--- src/rtl/lsu_pkg.sv ---
`default_nettype none
// ============================================================================
// Module      : lsu_pkg
// Description : Shared types and helpers for the load/store controller:
//               access-size and FSM state enums, store byte-mask constants,
//               and size decoding functions.
// Revision    : 1.0 - initial release
// ============================================================================
package lsu_pkg;

    typedef enum logic [1:0] {
        SZ_B = 2'd0,
        SZ_H = 2'd1,
        SZ_W = 2'd2,
        SZ_D = 2'd3
    } lsu_size_e;

    typedef enum logic [1:0] {
        IDLE   = 2'd0,
        ACCESS = 2'd1,
        RESP   = 2'd2
    } lsu_state_e;

    localparam logic [7:0] MASK_B = 8'h01;
    localparam logic [7:0] MASK_H = 8'h03;
    localparam logic [7:0] MASK_W = 8'h0F;
    localparam logic [7:0] MASK_D = 8'hFF;

    // Number of bytes covered by an access of the given size.
    function automatic logic [3:0] size_to_bytes(input lsu_size_e sz);
        logic [3:0] bytes;
        case (sz)
            SZ_B:    bytes = 4'd1;
            SZ_H:    bytes = 4'd2;
            SZ_W:    bytes = 4'd4;
            default: bytes = 4'd8;
        endcase
        return bytes;
    endfunction

    // Store byte-enable mask for the given size, always low-aligned.
    function automatic logic [7:0] size_to_mask(input lsu_size_e sz);
        logic [7:0] mask;
        case (sz)
            SZ_B:    mask = MASK_B;
            SZ_H:    mask = MASK_H;
            SZ_W:    mask = MASK_W;
            default: mask = MASK_D;
        endcase
        return mask;
    endfunction

endpackage
`default_nettype wire

--- src/rtl/lsu_load_ext.sv ---
`default_nettype none
// ============================================================================
// Module      : lsu_load_ext
// Description : Combinational load-data extension. Takes the low 1/2/4/8
//               bytes of a raw memory word and zero- or sign-extends them to
//               the full data width. The signed flag has no effect on
//               double-word loads.
// Revision    : 1.0 - initial release
// Ports       : raw       in  XLEN  raw memory word (data starts at bit 0)
//               size      in  2     access size (lsu_size_e)
//               is_signed in  1     sign-extend from the top loaded bit
//               ext       out XLEN  extended result
// ============================================================================
module lsu_load_ext
    import lsu_pkg::*;
#(
    parameter int XLEN = 64
) (
    input  logic [XLEN-1:0] raw,
    input  lsu_size_e       size,
    input  logic            is_signed,
    output logic [XLEN-1:0] ext
);

    always_comb begin
        ext = raw;
        case (size)
            SZ_B:    ext = {{(XLEN-8){is_signed & raw[7]}},   raw[7:0]};
            SZ_H:    ext = {{(XLEN-16){is_signed & raw[15]}}, raw[15:0]};
            SZ_W:    ext = {{(XLEN-32){is_signed & raw[31]}}, raw[31:0]};
            default: ext = raw;
        endcase
    end

endmodule
`default_nettype wire

--- src/rtl/lsu_mem_ctrl.sv ---
`default_nettype none
// ============================================================================
// Module      : lsu_mem_ctrl
// Description : Load/store controller in front of the memory model. Accepts
//               one request at a time, checks alignment, drives the memory
//               read or write port for exactly one cycle and returns a
//               registered, size-extended response.
// Revision    : 1.0 - initial release
// Config      : LSU_PIPE_EN - when defined, a new request may be accepted in
//               the same cycle the response is consumed (2-cycle throughput);
//               otherwise requests are only taken in IDLE (3-cycle).
// Ports       : clock, reset_n (async active-low)
//               req_valid/req_ready/req_we/req_addr/req_wdata/req_size/
//               req_signed            request channel
//               resp_valid/resp_ready/resp_rdata/resp_err  response channel
//               mem_rd_en/mem_rd_addr/mem_rd_data          memory read port
//               mem_we_en/mem_we_addr/mem_we_data/mem_we_mask  write port
// ============================================================================
module lsu_mem_ctrl
    import lsu_pkg::*;
#(
    parameter int               XLEN      = 64,
    parameter logic [XLEN-1:0]  ERR_RDATA = '0
) (
    input  logic            clock,
    input  logic            reset_n,

    input  logic            req_valid,
    output logic            req_ready,
    input  logic            req_we,
    input  logic [XLEN-1:0] req_addr,
    input  logic [XLEN-1:0] req_wdata,
    input  logic [1:0]      req_size,
    input  logic            req_signed,

    output logic            resp_valid,
    input  logic            resp_ready,
    output logic [XLEN-1:0] resp_rdata,
    output logic            resp_err,

    output logic            mem_rd_en,
    output logic [XLEN-1:0] mem_rd_addr,
    input  logic [XLEN-1:0] mem_rd_data,
    output logic            mem_we_en,
    output logic [XLEN-1:0] mem_we_addr,
    output logic [XLEN-1:0] mem_we_data,
    output logic [7:0]      mem_we_mask
);

    lsu_state_e      state_q, state_d;
    logic            we_q, we_d;
    lsu_size_e       size_q, size_d;
    logic            signed_q, signed_d;
    logic [XLEN-1:0] resp_rdata_q, resp_rdata_d;
    logic            resp_err_q, resp_err_d;
    logic            mem_rd_en_q, mem_rd_en_d;
    logic [XLEN-1:0] mem_rd_addr_q, mem_rd_addr_d;
    logic            mem_we_en_q, mem_we_en_d;
    logic [XLEN-1:0] mem_we_addr_q, mem_we_addr_d;
    logic [XLEN-1:0] mem_we_data_q, mem_we_data_d;
    logic [7:0]      mem_we_mask_q, mem_we_mask_d;

    lsu_size_e       req_size_e;
    logic [XLEN-1:0] align_mask;
    logic            misaligned;
    logic [XLEN-1:0] load_ext;

    assign req_size_e = lsu_size_e'(req_size);
    // Low address bits that must be zero: size_bytes - 1.
    assign align_mask = {{(XLEN-4){1'b0}}, size_to_bytes(req_size_e)} - XLEN'(1);
    assign misaligned = |(req_addr & align_mask);

    // Extension acts on the latched size/sign while the read port is live.
    lsu_load_ext #(
        .XLEN      (XLEN)
    ) u_load_ext (
        .raw       (mem_rd_data),
        .size      (size_q),
        .is_signed (signed_q),
        .ext       (load_ext)
    );

    always_comb begin
        state_d       = state_q;
        we_d          = we_q;
        size_d        = size_q;
        signed_d      = signed_q;
        resp_rdata_d  = resp_rdata_q;
        resp_err_d    = resp_err_q;
        // Memory port registers are only non-zero for the ACCESS cycle, so
        // they default to zero and are loaded only on entry to ACCESS.
        mem_rd_en_d   = 1'b0;
        mem_rd_addr_d = '0;
        mem_we_en_d   = 1'b0;
        mem_we_addr_d = '0;
        mem_we_data_d = '0;
        mem_we_mask_d = '0;
        req_ready     = 1'b0;

        case (state_q)
            IDLE: begin
                req_ready = 1'b1;
            end
            ACCESS: begin
                state_d      = RESP;
                resp_err_d   = 1'b0;
                resp_rdata_d = we_q ? '0 : load_ext;
            end
            RESP: begin
                if (resp_ready) begin
                    state_d      = IDLE;
                    resp_rdata_d = '0;
                    resp_err_d   = 1'b0;
                end
`ifdef LSU_PIPE_EN
                req_ready = resp_ready;
`endif
            end
            default: begin
                state_d = IDLE;
            end
        endcase

        // Request acceptance overrides the RESP->IDLE transition when the
        // pipelined build takes a new request alongside the response.
        if (req_valid && req_ready) begin
            we_d     = req_we;
            size_d   = req_size_e;
            signed_d = req_signed;
            if (misaligned) begin
                state_d      = RESP;
                resp_err_d   = 1'b1;
                resp_rdata_d = ERR_RDATA;
            end else begin
                state_d = ACCESS;
                if (req_we) begin
                    mem_we_en_d   = 1'b1;
                    mem_we_addr_d = req_addr;
                    mem_we_data_d = req_wdata;
                    mem_we_mask_d = size_to_mask(req_size_e);
                end else begin
                    mem_rd_en_d   = 1'b1;
                    mem_rd_addr_d = req_addr;
                end
            end
        end
    end

    always_ff @(posedge clock or negedge reset_n) begin
        if (!reset_n) begin
            state_q       <= IDLE;
            we_q          <= 1'b0;
            size_q        <= SZ_B;
            signed_q      <= 1'b0;
            resp_rdata_q  <= '0;
            resp_err_q    <= 1'b0;
            mem_rd_en_q   <= 1'b0;
            mem_rd_addr_q <= '0;
            mem_we_en_q   <= 1'b0;
            mem_we_addr_q <= '0;
            mem_we_data_q <= '0;
            mem_we_mask_q <= '0;
        end else begin
            state_q       <= state_d;
            we_q          <= we_d;
            size_q        <= size_d;
            signed_q      <= signed_d;
            resp_rdata_q  <= resp_rdata_d;
            resp_err_q    <= resp_err_d;
            mem_rd_en_q   <= mem_rd_en_d;
            mem_rd_addr_q <= mem_rd_addr_d;
            mem_we_en_q   <= mem_we_en_d;
            mem_we_addr_q <= mem_we_addr_d;
            mem_we_data_q <= mem_we_data_d;
            mem_we_mask_q <= mem_we_mask_d;
        end
    end

    assign resp_valid  = (state_q == RESP);
    assign resp_rdata  = resp_rdata_q;
    assign resp_err    = resp_err_q;
    assign mem_rd_en   = mem_rd_en_q;
    assign mem_rd_addr = mem_rd_addr_q;
    assign mem_we_en   = mem_we_en_q;
    assign mem_we_addr = mem_we_addr_q;
    assign mem_we_data = mem_we_data_q;
    assign mem_we_mask = mem_we_mask_q;

endmodule
`default_nettype wire
--- config.mk ---
export PLATFORM = sky130hd
export DESIGN_NAME = lsu_mem_ctrl
export DESIGN_NICKNAME = d
export VERILOG_FILES = /design/src/rtl/lsu_pkg.sv /design/src/rtl/lsu_load_ext.sv /design/src/rtl/lsu_mem_ctrl.sv
export SDC_FILE = /design/constraint.sdc
export NUM_CORES = 1
export LEC_CHECK = 0
export ABC_AREA = 0
export CELL_PAD_IN_SITES_DETAIL_PLACEMENT = 1
export CELL_PAD_IN_SITES_GLOBAL_PLACEMENT = 1
export CORE_MARGIN = 1.5
export CORE_UTILIZATION = 32
export DETAILED_ROUTE_END_ITERATION = 10
export PLACE_DENSITY = 0.88
export SYNTH_ARGS = -nofsm -noshare
export SYNTH_HDL_FRONTEND = slang
export SYNTH_SLANG_ARGS = --single-unit
export TNS_END_PERCENT = 5
--- constraint.sdc ---
create_clock -name clock -period 2.5 [get_ports clock]
set_input_delay 0.25 -clock clock [delete_from_list [all_inputs] [get_ports clock]]
set_output_delay 0.25 -clock clock [all_outputs]
set_load 0.01 [all_outputs]
==> results.sh <==
export IMPL_outcome="finished, final reports clean"
export IMPL_end_kind="flip-flop"
export IMPL_rsz0062_at_grt="no"
export IMPL_cts_htree_levels=1
export IMPL_p_total_mw=12.5
export IMPL_coreArea_um2=34800
export IMPL_synth_largest_area_cell="dfrtp_1"
export IMPL_r2r_cells=8
export IMPL_place_ws_ns=-0.440
export IMPL_period_minus_slack_ns=2.45
export IMPL_ir_worst_vdd_mv=0.618
export IMPL_slew_violations=0
export IMPL_clk_pin_slew_ns=0.06
export IMPL_endpoint="resp_rdata[58]"
export IMPL_cpPeakStageDelay_ns=0.58
export IMPL_maxSlewHeadroom=0.610
export IMPL_avgViaCountPerCell=5.45
export IMPL_final_cell_mix="clkdlybuf4s50_1, dfrtp_1, a21oi_1, nand3_1, buf_4"
export IMPL_area_growth_pct=57.7
export IMPL_port_buffers=468
export IMPL_synthCells=1070
export IMPL_path_cells="clkdlybuf4s50_1 > nor4_1 > buf_4 > nand4_1 > or4_4 > buf_12 > a211oi_1"
export IMPL_dpl_instance_area_um2=17000
export IMPL_min_path_type="in2async"
export IMPL_drc=0
export IMPL_yosysSeqAreaShare=0.588
export IMPL_clockRootBuffer="clkbuf_16"
export IMPL_grt_pass1_wl_um=70100
export IMPL_crit_path_max_fanout=123
export IMPL_fin_worst_skew_ns=0.0124
export IMPL_grt_pass1_vias=12000
export IMPL_drt_iter0_markers=488
export IMPL_antenna_left=0
export IMPL_ys_types=35
export IMPL_critPathBufInv=3
export IMPL_grt_max_degree=124
export IMPL_cp_top_family="simple AND/OR/NAND/NOR gates"
export IMPL_min_period_over_period=0.981
export IMPL_initial_core_util=0.328
export IMPL_syn_avg_cell_area_um2=10.7
export IMPL_die_height_um=192
export IMPL_finalSetupViolations=0
export IMPL_firstDrtPassIters=5
export IMPL_wire_per_inst_um=23.5
export IMPL_clock_sinks=268
export IMPL_vias=10900
export IMPL_cts_made_buffers=30
export IMPL_worst_pin_slew_ns=0.585
export IMPL_ys_ff_latch=268
export IMPL_setup_slack_ns=0.0481
export IMPL_layout_commonest_cell="clkdlybuf4s50_1"
export IMPL_overflow=0
export IMPL_finalHoldViolCount=0
export IMPL_path_class="in2reg"
export IMPL_fmax_mhz=408
export IMPL_crit_cells=7
export IMPL_grt_use_total=0.247
export IMPL_synth_top_area_frac=0.588
export IMPL_die_w_um=192
export IMPL_clk_path_buf_depth=3
export IMPL_cts_tree="done"
export IMPL_reg2reg_setup_slack_ns=0.26
export IMPL_drive_gt1_frac=0.124
export IMPL_syn_nets=1274
export IMPL_crit_slowest_cell="or4_4"
export IMPL_synthTopCellsByArea="dfrtp_1, a21oi_1, nand3_1"
export IMPL_rr_startpoint="state_q[1]"
export IMPL_final_area_um2=18000
export IMPL_cts_setup_buffers=0
export IMPL_gp_congestion=0.852
export IMPL_critPathRequiredTime_ns=2.94
export IMPL_ios=469
export IMPL_synth_warnings=0
export IMPL_netlist_area_um2=11400
export IMPL_row_count=68
export IMPL_p_per_area_nw_per_um2=695
export IMPL_die_area_um2=36800
export IMPL_hpwl_um=32800
export IMPL_rr_endpoint="mem_we_data[58]"
export IMPL_antenna_found_initial=3
export IMPL_maxCapViolCount=0
export IMPL_crit_path_start="req_addr[6]"
export IMPL_arrival_ns=2.89
export IMPL_startpoint_type="input pin"
export IMPL_fin_nets=1737
export IMPL_wirelength_um=47200
export IMPL_leakagePower_nw=7.42
export IMPL_clock_latency_ns=0.56
[cell usage after synthesis (all sizes together)]
| cell type | instances |
|---|---|
| a2111oi | 1 |
| a211oi | 66 |
| a21o | 2 |
| a21oi | 211 |
| a221o | 1 |
| a22oi | 24 |
| a2bb2oi | 1 |
| a32oi | 32 |
| and2 | 3 |
| and3 | 1 |
| buf | 62 |
| clkbuf | 79 |
| dfrtp | 268 |
| ha | 4 |
| inv | 2 |
| mux2 | 5 |
| mux2i | 1 |
| nand2 | 22 |
| nand2b | 3 |
| nand3 | 132 |
| nand3b | 66 |
| nand4 | 3 |
| nand4bb | 1 |
| nor2 | 3 |
| nor2b | 2 |
| nor4 | 15 |
| o211ai | 1 |
| o21ai | 24 |
| o221ai | 1 |
| or2 | 33 |
| or4 | 1 |
[repair_timing]
item / CTS / global route
endpoints found under the hold margin: 74 / 0
setup endpoints to repair: 0 / 3
resized for setup: 0 / 1
hold buffers: 1 / 0
[routing by layer]
layer / vias up / track usage / routed length [um]
li1: 4826 / - / -
met1: 5545 / 0.272 / 17100
met2: 469 / 0.441 / 24000
met3: 103 / 0.0775 / 4270
met4: 0 / 0.0977 / 1830
met5: - / 0 / 0
[kinds of logic (layout without fill, tap and decap cells)]
group,Yosys count,count (layout),synth area share
other,0,3,0
AND/OR/NAND/NOR,285,285,0.144
multiplexers,6,6,0.00582
flip-flops,268,268,0.588
adder cells (fa/ha/maj),4,4,0.00439
AO/OA/AOI/OAI,364,364,0.193
buffers and inverters,143,624,0.0645
[where the power goes]
| group | switching, mW | internal [mW] | total, mW |
|---|---|---|---|
| Combinational | 1.88 | 1.36 | 3.24 |
| Clock | 1.77 | 2.74 | 4.51 |
| Sequential | 0.173 | 4.58 | 4.75 |
| Total | 3.82 | 8.68 | 12.5 |
[layout make-up]
type                    count  area, um2
diodes                      3       7.51
clock buffers              42        847
clock inverters             8        140
fillers                  3714      16800
inverters                   2       7.51
multi-input cells         659       4000
flip-flops and latches    268       6710
well taps                 455        569
repair buffers            572       5700
[registers in the layout, indices dropped and copies added, names as in the netlist, 2 cells and up]
signal       count
mem_rd_addr     64
mem_we_addr     64
mem_we_data     64
mem_we_mask      4
resp_rdata      64
size_q           2
state_q          2
[how the worst min path moves through the flow]
stage	start	endpoint	slack (ns)	depth (start not counted)
after global placement	reset_n	mem_we_addr[29]	0.17	1
after detailed placement	reset_n	mem_we_addr[27]	0.18	1
final	reset_n	mem_rd_addr[27]	0.19	2
after global routing	reset_n	mem_rd_addr[31]	0.18	2
after CTS	req_we	mem_we_addr[40]	0.15	3
after floorplan	reset_n	mem_rd_addr[0]	-0.05	0
[worst register-to-register path: stages (launching register included)]
cell and delay (ns):
dfrtp_1 0.39, inv_1 0.11, ha_1 0.27, nand2_2 0.19, a2111oi_4 0.32, buf_4 0.30
buf_4 0.26, nand3_1 0.12, a21oi_1 0.19
[per-stage QoR]
step | instances | setup TNS (ns) | hold slack, ns | util
3_3_place_gp | 1955 | -69.24 | 0.172 | 0.488
3_5_place_dp | 1955 | -85.15 | 0.179 | 0.488
4_1_cts | 2006 | 0 | 0.148 | 0.516
6_report | 2009 | 0 | 0.185 | 0.517
5_1_grt | 2009 | 0 | 0.181 | 0.517
2_1_floorplan | 1070 | 0 | -0.0456 | -
Power figures use the tool's default switching activity.
